## config.mk

```make
export PLATFORM = sky130hd
export DESIGN_NAME = irq_queue
export DESIGN_NICKNAME = d
export VERILOG_FILES = /design/src/rtl/irq_queue.sv
export SDC_FILE = /design/constraint.sdc
export NUM_CORES = 1
export LEC_CHECK = 0
export ABC_AREA = 0
export CAP_MARGIN = 10
export CORE_MARGIN = 5
export CORE_UTILIZATION = 30
export DETAILED_ROUTE_END_ITERATION = 12
export PLACE_DENSITY = 0.49
export SETUP_SLACK_MARGIN = 0.15
export SLEW_MARGIN = 20
export SYNTH_ARGS = -nofsm -noshare
export SYNTH_HDL_FRONTEND = slang
export SYNTH_SLANG_ARGS = --single-unit
```

## constraint.sdc

```tcl
create_clock -name fastClk -period 5.3 [get_ports fastClk]
set_clock_uncertainty 0.2 [all_clocks]
set_input_delay 0.53 -clock fastClk [delete_from_list [all_inputs] [get_ports fastClk]]
set_output_delay 0.53 -clock fastClk [all_outputs]
set_load 0.005 [all_outputs]
```

## src/rtl/irq_queue.sv

```systemverilog
// irq_queue: multi-source interrupt event queue.
//
// Up to CHANNELS event producers signal events with a rising edge on srcValid.
// Each event is parked in a one-deep pending latch for its channel. A
// fixed-priority arbiter (lowest channel index wins) moves one pending event
// per cycle into a DEPTH-entry FIFO. The FIFO head goes to the CPU as intData,
// tagged with its channel id. The CPU acknowledges from another clock domain
// through ack, which pops the head.
//
// Ports:
//   fastClk      clock
//   rst          synchronous, active-high reset
//   srcValid     per-channel event level; a rising edge is one event
//   srcData      per-channel payload, channel i at [i*SRC_W +: SRC_W]
//   chanEn       per-channel enable mask, applied when an event arrives
//   intEn        global CPU interrupt enable; gates irq only
//   ack          turnOffIRQ from the CPU, asynchronous to fastClk
//   clrOverflow  clears the sticky overflow flag
//   irq          registered interrupt request: (occupancy != 0) & intEn
//   intData      FIFO head {channel, zeros, payload}; 0 while the FIFO is empty
//   count        FIFO occupancy, 0..DEPTH
//   overflow     sticky flag, set when an event is dropped on a busy pending latch
module irq_queue #(
  parameter int CHANNELS = 4,
  parameter int SRC_W    = 9,
  parameter int DATA_W   = 16,
  parameter int DEPTH    = 8
) (
  input  logic                      fastClk,
  input  logic                      rst,
  input  logic [CHANNELS-1:0]       srcValid,
  input  logic [CHANNELS*SRC_W-1:0] srcData,
  input  logic [CHANNELS-1:0]       chanEn,
  input  logic                      intEn,
  input  logic                      ack,
  input  logic                      clrOverflow,
  output logic                      irq,
  output logic [DATA_W-1:0]         intData,
  output logic [$clog2(DEPTH):0]    count,
  output logic                      overflow
);

  localparam int CH_W = (CHANNELS > 1) ? $clog2(CHANNELS) : 1;
  localparam int PW   = $clog2(DEPTH);
  localparam logic [PW:0] FULL_CNT = (PW+1)'(DEPTH);

  // Control state
  logic [CHANNELS-1:0] prev;
  logic [CHANNELS-1:0] pend;
  logic                ackS1, ackS2, ackS3;
  logic [PW-1:0]       wrPtr, rdPtr;
  logic [PW:0]         cnt;

  // Data state (not reset; validity is tracked by pend and cnt)
  logic [SRC_W-1:0]    pendData [CHANNELS];
  logic [DATA_W-1:0]   mem [DEPTH];

  logic [CHANNELS-1:0] rise, take, enqSel, drop;
  logic                anyPend, full, empty, popReq, pop, enq;
  logic [CH_W-1:0]     selIdx;
  logic [DATA_W-1:0]   entry;
  logic [PW:0]         cntNext;

  // Stage 0: edge detect and enable mask
  assign rise = srcValid & ~prev;
  assign take = rise & chanEn;

  assign full   = (cnt == FULL_CNT);
  assign empty  = (cnt == '0);
  assign popReq = ackS2 & ~ackS3;
  assign pop    = popReq & ~empty;

  // Stage 1: priority arbiter, lowest pending index wins
  always_comb begin
    anyPend = 1'b0;
    selIdx  = '0;
    for (int i = CHANNELS-1; i >= 0; i--) begin
      if (pend[i]) begin
        anyPend = 1'b1;
        selIdx  = CH_W'(i);
      end
    end
  end

  // A full FIFO still accepts a write when the head leaves in the same cycle.
  assign enq = anyPend & (~full | pop);

  always_comb begin
    enqSel = '0;
    for (int i = 0; i < CHANNELS; i++) begin
      enqSel[i] = enq && (selIdx == CH_W'(i));
    end
  end

  // An event is lost only if its channel is still occupied after this cycle.
  assign drop = take & pend & ~enqSel;

  always_comb begin
    entry                       = '0;
    entry[DATA_W-1 -: CH_W]     = selIdx;
    entry[SRC_W-1:0]            = pendData[selIdx];
  end

  always_comb begin
    cntNext = cnt;
    case ({enq, pop})
      2'b10:   cntNext = cnt + 1'b1;
      2'b01:   cntNext = cnt - 1'b1;
      default: cntNext = cnt;
    endcase
  end

  always_ff @(posedge fastClk) begin
    if (rst) begin
      prev     <= '0;
      pend     <= '0;
      ackS1    <= 1'b0;
      ackS2    <= 1'b0;
      ackS3    <= 1'b0;
      wrPtr    <= '0;
      rdPtr    <= '0;
      cnt      <= '0;
      irq      <= 1'b0;
      overflow <= 1'b0;
    end else begin
      prev  <= srcValid;
      pend  <= (pend & ~enqSel) | take;
      ackS1 <= ack;
      ackS2 <= ackS1;
      ackS3 <= ackS2;
      if (enq) wrPtr <= wrPtr + 1'b1;
      if (pop) rdPtr <= rdPtr + 1'b1;
      cnt   <= cntNext;
      // Computed from the next occupancy so irq lines up with count and intData.
      irq   <= (cntNext != '0) & intEn;
      if (|drop)            overflow <= 1'b1;
      else if (clrOverflow) overflow <= 1'b0;
    end
  end

  // Stage 1 data: pending payload capture and FIFO write
  always_ff @(posedge fastClk) begin
    for (int i = 0; i < CHANNELS; i++) begin
      if (take[i] && !drop[i]) pendData[i] <= srcData[i*SRC_W +: SRC_W];
    end
    if (enq) mem[wrPtr] <= entry;
  end

  // Stage 2: head presentation
  assign intData = empty ? '0 : mem[rdPtr];
  assign count   = cnt;

endmodule

```

Yosys cells after proc, flatten, opt, wreduce, memory -nomap -nowiden
Memories as Yosys holds them, arrays and structs flattened. A register that Yosys moved wholly into a read port is not among the register bits.
Index checks and enable logic that the tools add are counted.
Widths: inputs -> output; s select.
Word-level totals
  flip-flop bits (word level): 23
  latch bits: 0
  memory bits (writable): 124
  ROM bits: 0
  bits of input ports: 49
  output and inout port bits: 22
  word-level logic and storage cells: 79
  memories: 2
Memories
  mem: words 8, width 11, read ports 1, clocked after Yosys merged registers in 1, write ports 1, RTL line 56  | logic [DATA_W-1:0] mem [DEPTH];
  pendData: words 4, width 9, read ports 1, clocked after Yosys merged registers in 0, write ports 4, RTL line 55  | logic [SRC_W-1:0] pendData [CHANNELS];
Operators by class
  add/subtract/negate cells: 4
  multiply operators: 0
  div/mod/pow operators: 0
  order comparisons: 0
  equal/unequal tests: 6
  shifts and indexed selects: 0
  muxes and demuxes: 24
  bitwise operators: 16
  reductions and logical operators: 17
Operators with widths (number)
  $and 4x4->4: 5
  $mux 1: 16
  $mux 16: 1
  $logic_and 1x1->1: 8
  $mux 2: 4
  $not 4->4: 2
  $pmux 4 s2: 1
  $add 3x1->3 const B: 2
  $eq 2x2->1 const B: 3
  $mux 3: 2
  $add 4x1->4 const B: 1
  $and 1x1->1: 4
  $eq 2x1->1 const B: 2
  $eq 4x4->1 const B: 1
  $logic_not 1->1: 4
  $logic_not 4->1: 1
  $or 4x4->4: 1
  $reduce_bool 4->1: 1
  $reduce_or 4->1: 1
  $sub 4x1->4 const B: 1
  $not 1->1: 3
  $logic_not 2->1: 1
  $reduce_bool 2->1: 1
  $or 1x1->1: 1

Depth between registers and ports, before layout
  word-level depth: 12
  mapped depth: 9

Worst setup path before layout
No wires, ideal clock.
  path kind: flip-flop to flip-flop
  start: register cnt[0] (netlist: count[0])
  end: memory mem[1][0] (netlist name) (enable)
  arrival: 2189 ps
  data required time: 4688 ps
  slack: 2499 ps
  cell stages (with the launch flop): 5
  clock period less this slack: 2801 ps
  cell sequence: dfxtp_1 -> nor3_2 -> nand3_1 -> nand2_1 -> nor4b_1
Between the ends
  cells in the longest elaborated chain, start to end: 7
  elaborated cells on any way between the ends: 9
  those cells by class: eq/ne: 1; mux: 2; bitwise: 5; reduce/logical: 1
Ends and longest elaborated chain
  start, declared: RTL line 52  | logic [PW:0] cnt;
  start signal, assigned: RTL line 133  | cnt <= cntNext;
  $logic_not 4->1: RTL line 69  | assign empty = (cnt == '0);
  $not 1->1: RTL line 71  | assign pop = popReq & ~empty;
  $and 1x1->1: RTL line 71
  $or 1x1->1 *: RTL line 86  | assign enq = anyPend & (~full | pop);
  $and 1x1->1 *: RTL line 86
  $mux 1 *: RTL line 146  | if (enq) mem[wrPtr] <= entry;
  $mux 1 (not written as such) *: RTL line 146
  end, declared: RTL line 56
Mark *: on every way between the ends. The rest lies on a longest branch, timed or not.

==> results_dict.tcl <==
set metrics [dict create \
    timing.critical_path.from_type "register" \
    static-leakage-power_nw 2.437 \
    routedWlPerCell_um 16.31 \
    number_of_cells_on_the_worst_reg_to_reg_path 4 \
    synth-seq-cells 150 \
    setup_slack_ns 1.683 \
    final.period_utilization 0.6824 \
    dr.pass1.iters 4 \
    final-hold-violation-count 0 \
    final_layout_size_suffix_gt1_frac 0.1674 \
    cp.required_ns 4.57 \
    cts_tree "yes" \
    totalWireLength_mm 11.53 \
    synth-seq-area-share 0.7116 \
    drt.antenna.violating_nets 0 \
    netlist.area_leader.share 0.6243 \
    clock_latency_ns 0.42 \
    netlist-cell-type-count 47 \
    antenna_cells 0 \
    yosys_most_used_dff "edfxtp_1" \
    pwr_density_cell_mw_per_mm2 387.0 \
    grt_max_degree 25 \
    maxCapViolCount 0 \
    globalRouteMet2Util 0.1741 \
    core_area_mm2 0.01953 \
    critical_path.max_fanout 12 \
    clock.fmax_ghz 0.2765 \
    synth-edff-count 124 \
    pin_count 71 \
    layout.cells.most_common "edfxtp_1" \
    post_cts_resized 0 \
    finalCoreUtilization 0.3889 \
    status "completed" \
    grtUsageMet3 0.03172 \
    endpoint "intData[7]" \
    setup.worst_path.end_class "output pin" \
    grt_pass1_vias 3359 \
    clkSinkCount 150 \
    grt_remaining_overflow 0 \
    synth.area.top_cells "edfxtp_1, dfxtp_1, mux4_2" \
    count_of_vias_placed_by_the_detailed_router 3170 \
    nNetsFinal 483 \
    place_hpwl_mm 7.991 \
    timing.final.max_slew_violations 0 \
    vdd.ir_drop.worst_uv 235.8 \
    number_of_antenna_violations_at_the_first_check_in_global_routing 0 \
    synthesis.area_mm2 0.005964 \
    grt_setup_unrepaired "no" \
    worst_ep_arrival_time_ns 2.89 \
    syn-mean-instance-area_um2 16.90 \
    cts_buffers 17 \
    setup_viol 0 \
    crit-reg2reg-launch "pend[0]" \
    groute.layer.met1.usage 0.1387 \
    syn2layout_area_growth_pct 27.31 \
    numPortBuffers 65 \
    drc_errors 0 \
    regToRegEndpoint "mem[3][1]" \
    ctsHoldBuffers 0 \
    floorplan.rows 51 \
    timing.setup.critical_path_class "register to output pin" \
    final_cell_mix "edfxtp_1, clkdlybuf4s50_1, dfxtp_1" \
    postSynthCellCount 353 \
    place.gp.congestion 0.7295 \
    total_power_mw 2.939 \
    grt_pass1_wl_mm 18.51 \
    synth_warnings 0 \
    detailedPlace.worstSlack_ns 2.020 \
    worstMarginPinSlew_ns 1.042 \
    die-width_um 151 \
    summed_negative_setup_slack_over_all_endpoints_ns 0 \
    die_height_um 151 \
    final.fill_count 1840 \
    count_of_non_filler_cells_in_the_finished_layout 707 \
    cts.repair_timing.setup_buffer_count 0 \
    floorplan.die_area_mm2 0.02280 \
    layout_min_cycle_time_ns 3.617 \
    cts_htree_levels 4 \
    layout.area.seq_mm2 0.004244 \
    cts.root.buffer_cell "clkbuf_16" \
    drt_iter0_drc 218 \
    regToRegSetupSlack_ns 2.27 \
    cts-root-to-sink-buffers 2 \
    grt_util_all_layers 0.1092 \
    floorplan.initialDensity 0.3055 \
    synth_top_area_cell "edfxtp_1" \
    multi_input_comb_area_mm2 0.001668 \
    max-slew-margin-rel 0.3001 \
    hold_path.class "register to register" \
    synth_async_sr_flop_share 0 \
    clk_pin_slew_ns 0.06 \
    placedCellCount 675 \
    grt.busiest_layer "met2" \
    routed_via_density 4.484 \
]
==> stage by stage <==
stage	instance area [um^2]	hold WS, ns
floorplan	5979	0.2138
global placement	6954	0.2183
detailed placement	6965	0.2300
CTS	7594	0.2443
global route	7594	0.2687
finish	7594	0.2433
==> cell families (layout without fill, tap and decap cells) <==
family,Yosys count,after routing,share of synthesized area
flip-flops,150,150,0.7116
AND/OR/NAND/NOR,79,79,0.07909
AO/OA/AOI/OAI,53,53,0.05916
multiplexers,36,36,0.1087
buffers and inverters,22,107,0.01888
XOR/XNOR,7,7,0.01028
adder cells (fa/ha/maj),5,5,0.01175
other,1,5,0.0006287
==> state kept, by name, summed over array words and instances (netlist names), named ones only <==
| name | count |
|---|---|
| ackS1 | 1 |
| irq | 1 |
| rdPtr | 3 |
| count | 4 |
| ackS3 | 1 |
| pend | 4 |
| ackS2 | 1 |
| mem | 88 |
| prev | 4 |
| wrPtr | 3 |
| overflow | 1 |
| pendData | 36 |
==> Yosys cell counts, types with 2 or more instances <==
cell type    n
ha_1         4
xnor2_1      2
o21ai_0     14
nand2_1     11
a22oi_1     18
buf_4        5
xor2_1       5
buf_2        3
nor2b_1     10
a21oi_1     13
nand3_1      2
nor2_1      25
nor3_1       7
inv_1        2
nand3b_1     4
nor4_4       2
nand2b_1     2
clkbuf_1    11
edfxtp_1   124
dfxtp_1     26
mux4_2      22
mux2i_1     13
nor3b_1      3
nor4b_1      2
==> worst min-delay path by stage <==
| stage | start | to | depth (start not counted) |
|---|---|---|---|
| global route | ackS1 | ackS2 | 1 |
| finish | ackS1 | ackS2 | 1 |
| floorplan | ackS1 | ackS2 | 1 |
| CTS | ackS1 | ackS2 | 1 |
| global placement | ackS1 | ackS2 | 1 |
| detailed placement | ackS1 | ackS2 | 1 |
==> routing by layer <==
metal  vias to the layer above  wire length [um]
met1                      1533              5178
met5                         -                 0
met4                         0               198
met3                        17               570
li1                       1535                 -
met2                        85              5583
==> area by class of cell <==
class,count,share of cell area
clock buffers,18,0.05652
multi-input cells,185,0.2196
repair buffers,73,0.09408
clock inverters,14,0.02620
flip-flops and latches,150,0.5589
inverters,2,0.0009886
well taps,265,0.04366
==> power breakdown <==
part           internal [mW]  switching, mW  total (mW)
registers               1.34         0.0356        1.38
clock network          0.794          0.468        1.26
logic                  0.157          0.144       0.301
==> critical path: stages (launching register included) <==
cell             delay (ns)
dfxtp_1                0.79
buf_4                  0.39
mux4_2                 0.53
mux2i_1                0.25
nor2_1                 0.06
clkdlybuf4s50_1        0.45
Note: power is estimated with default switching activity, not from simulation.
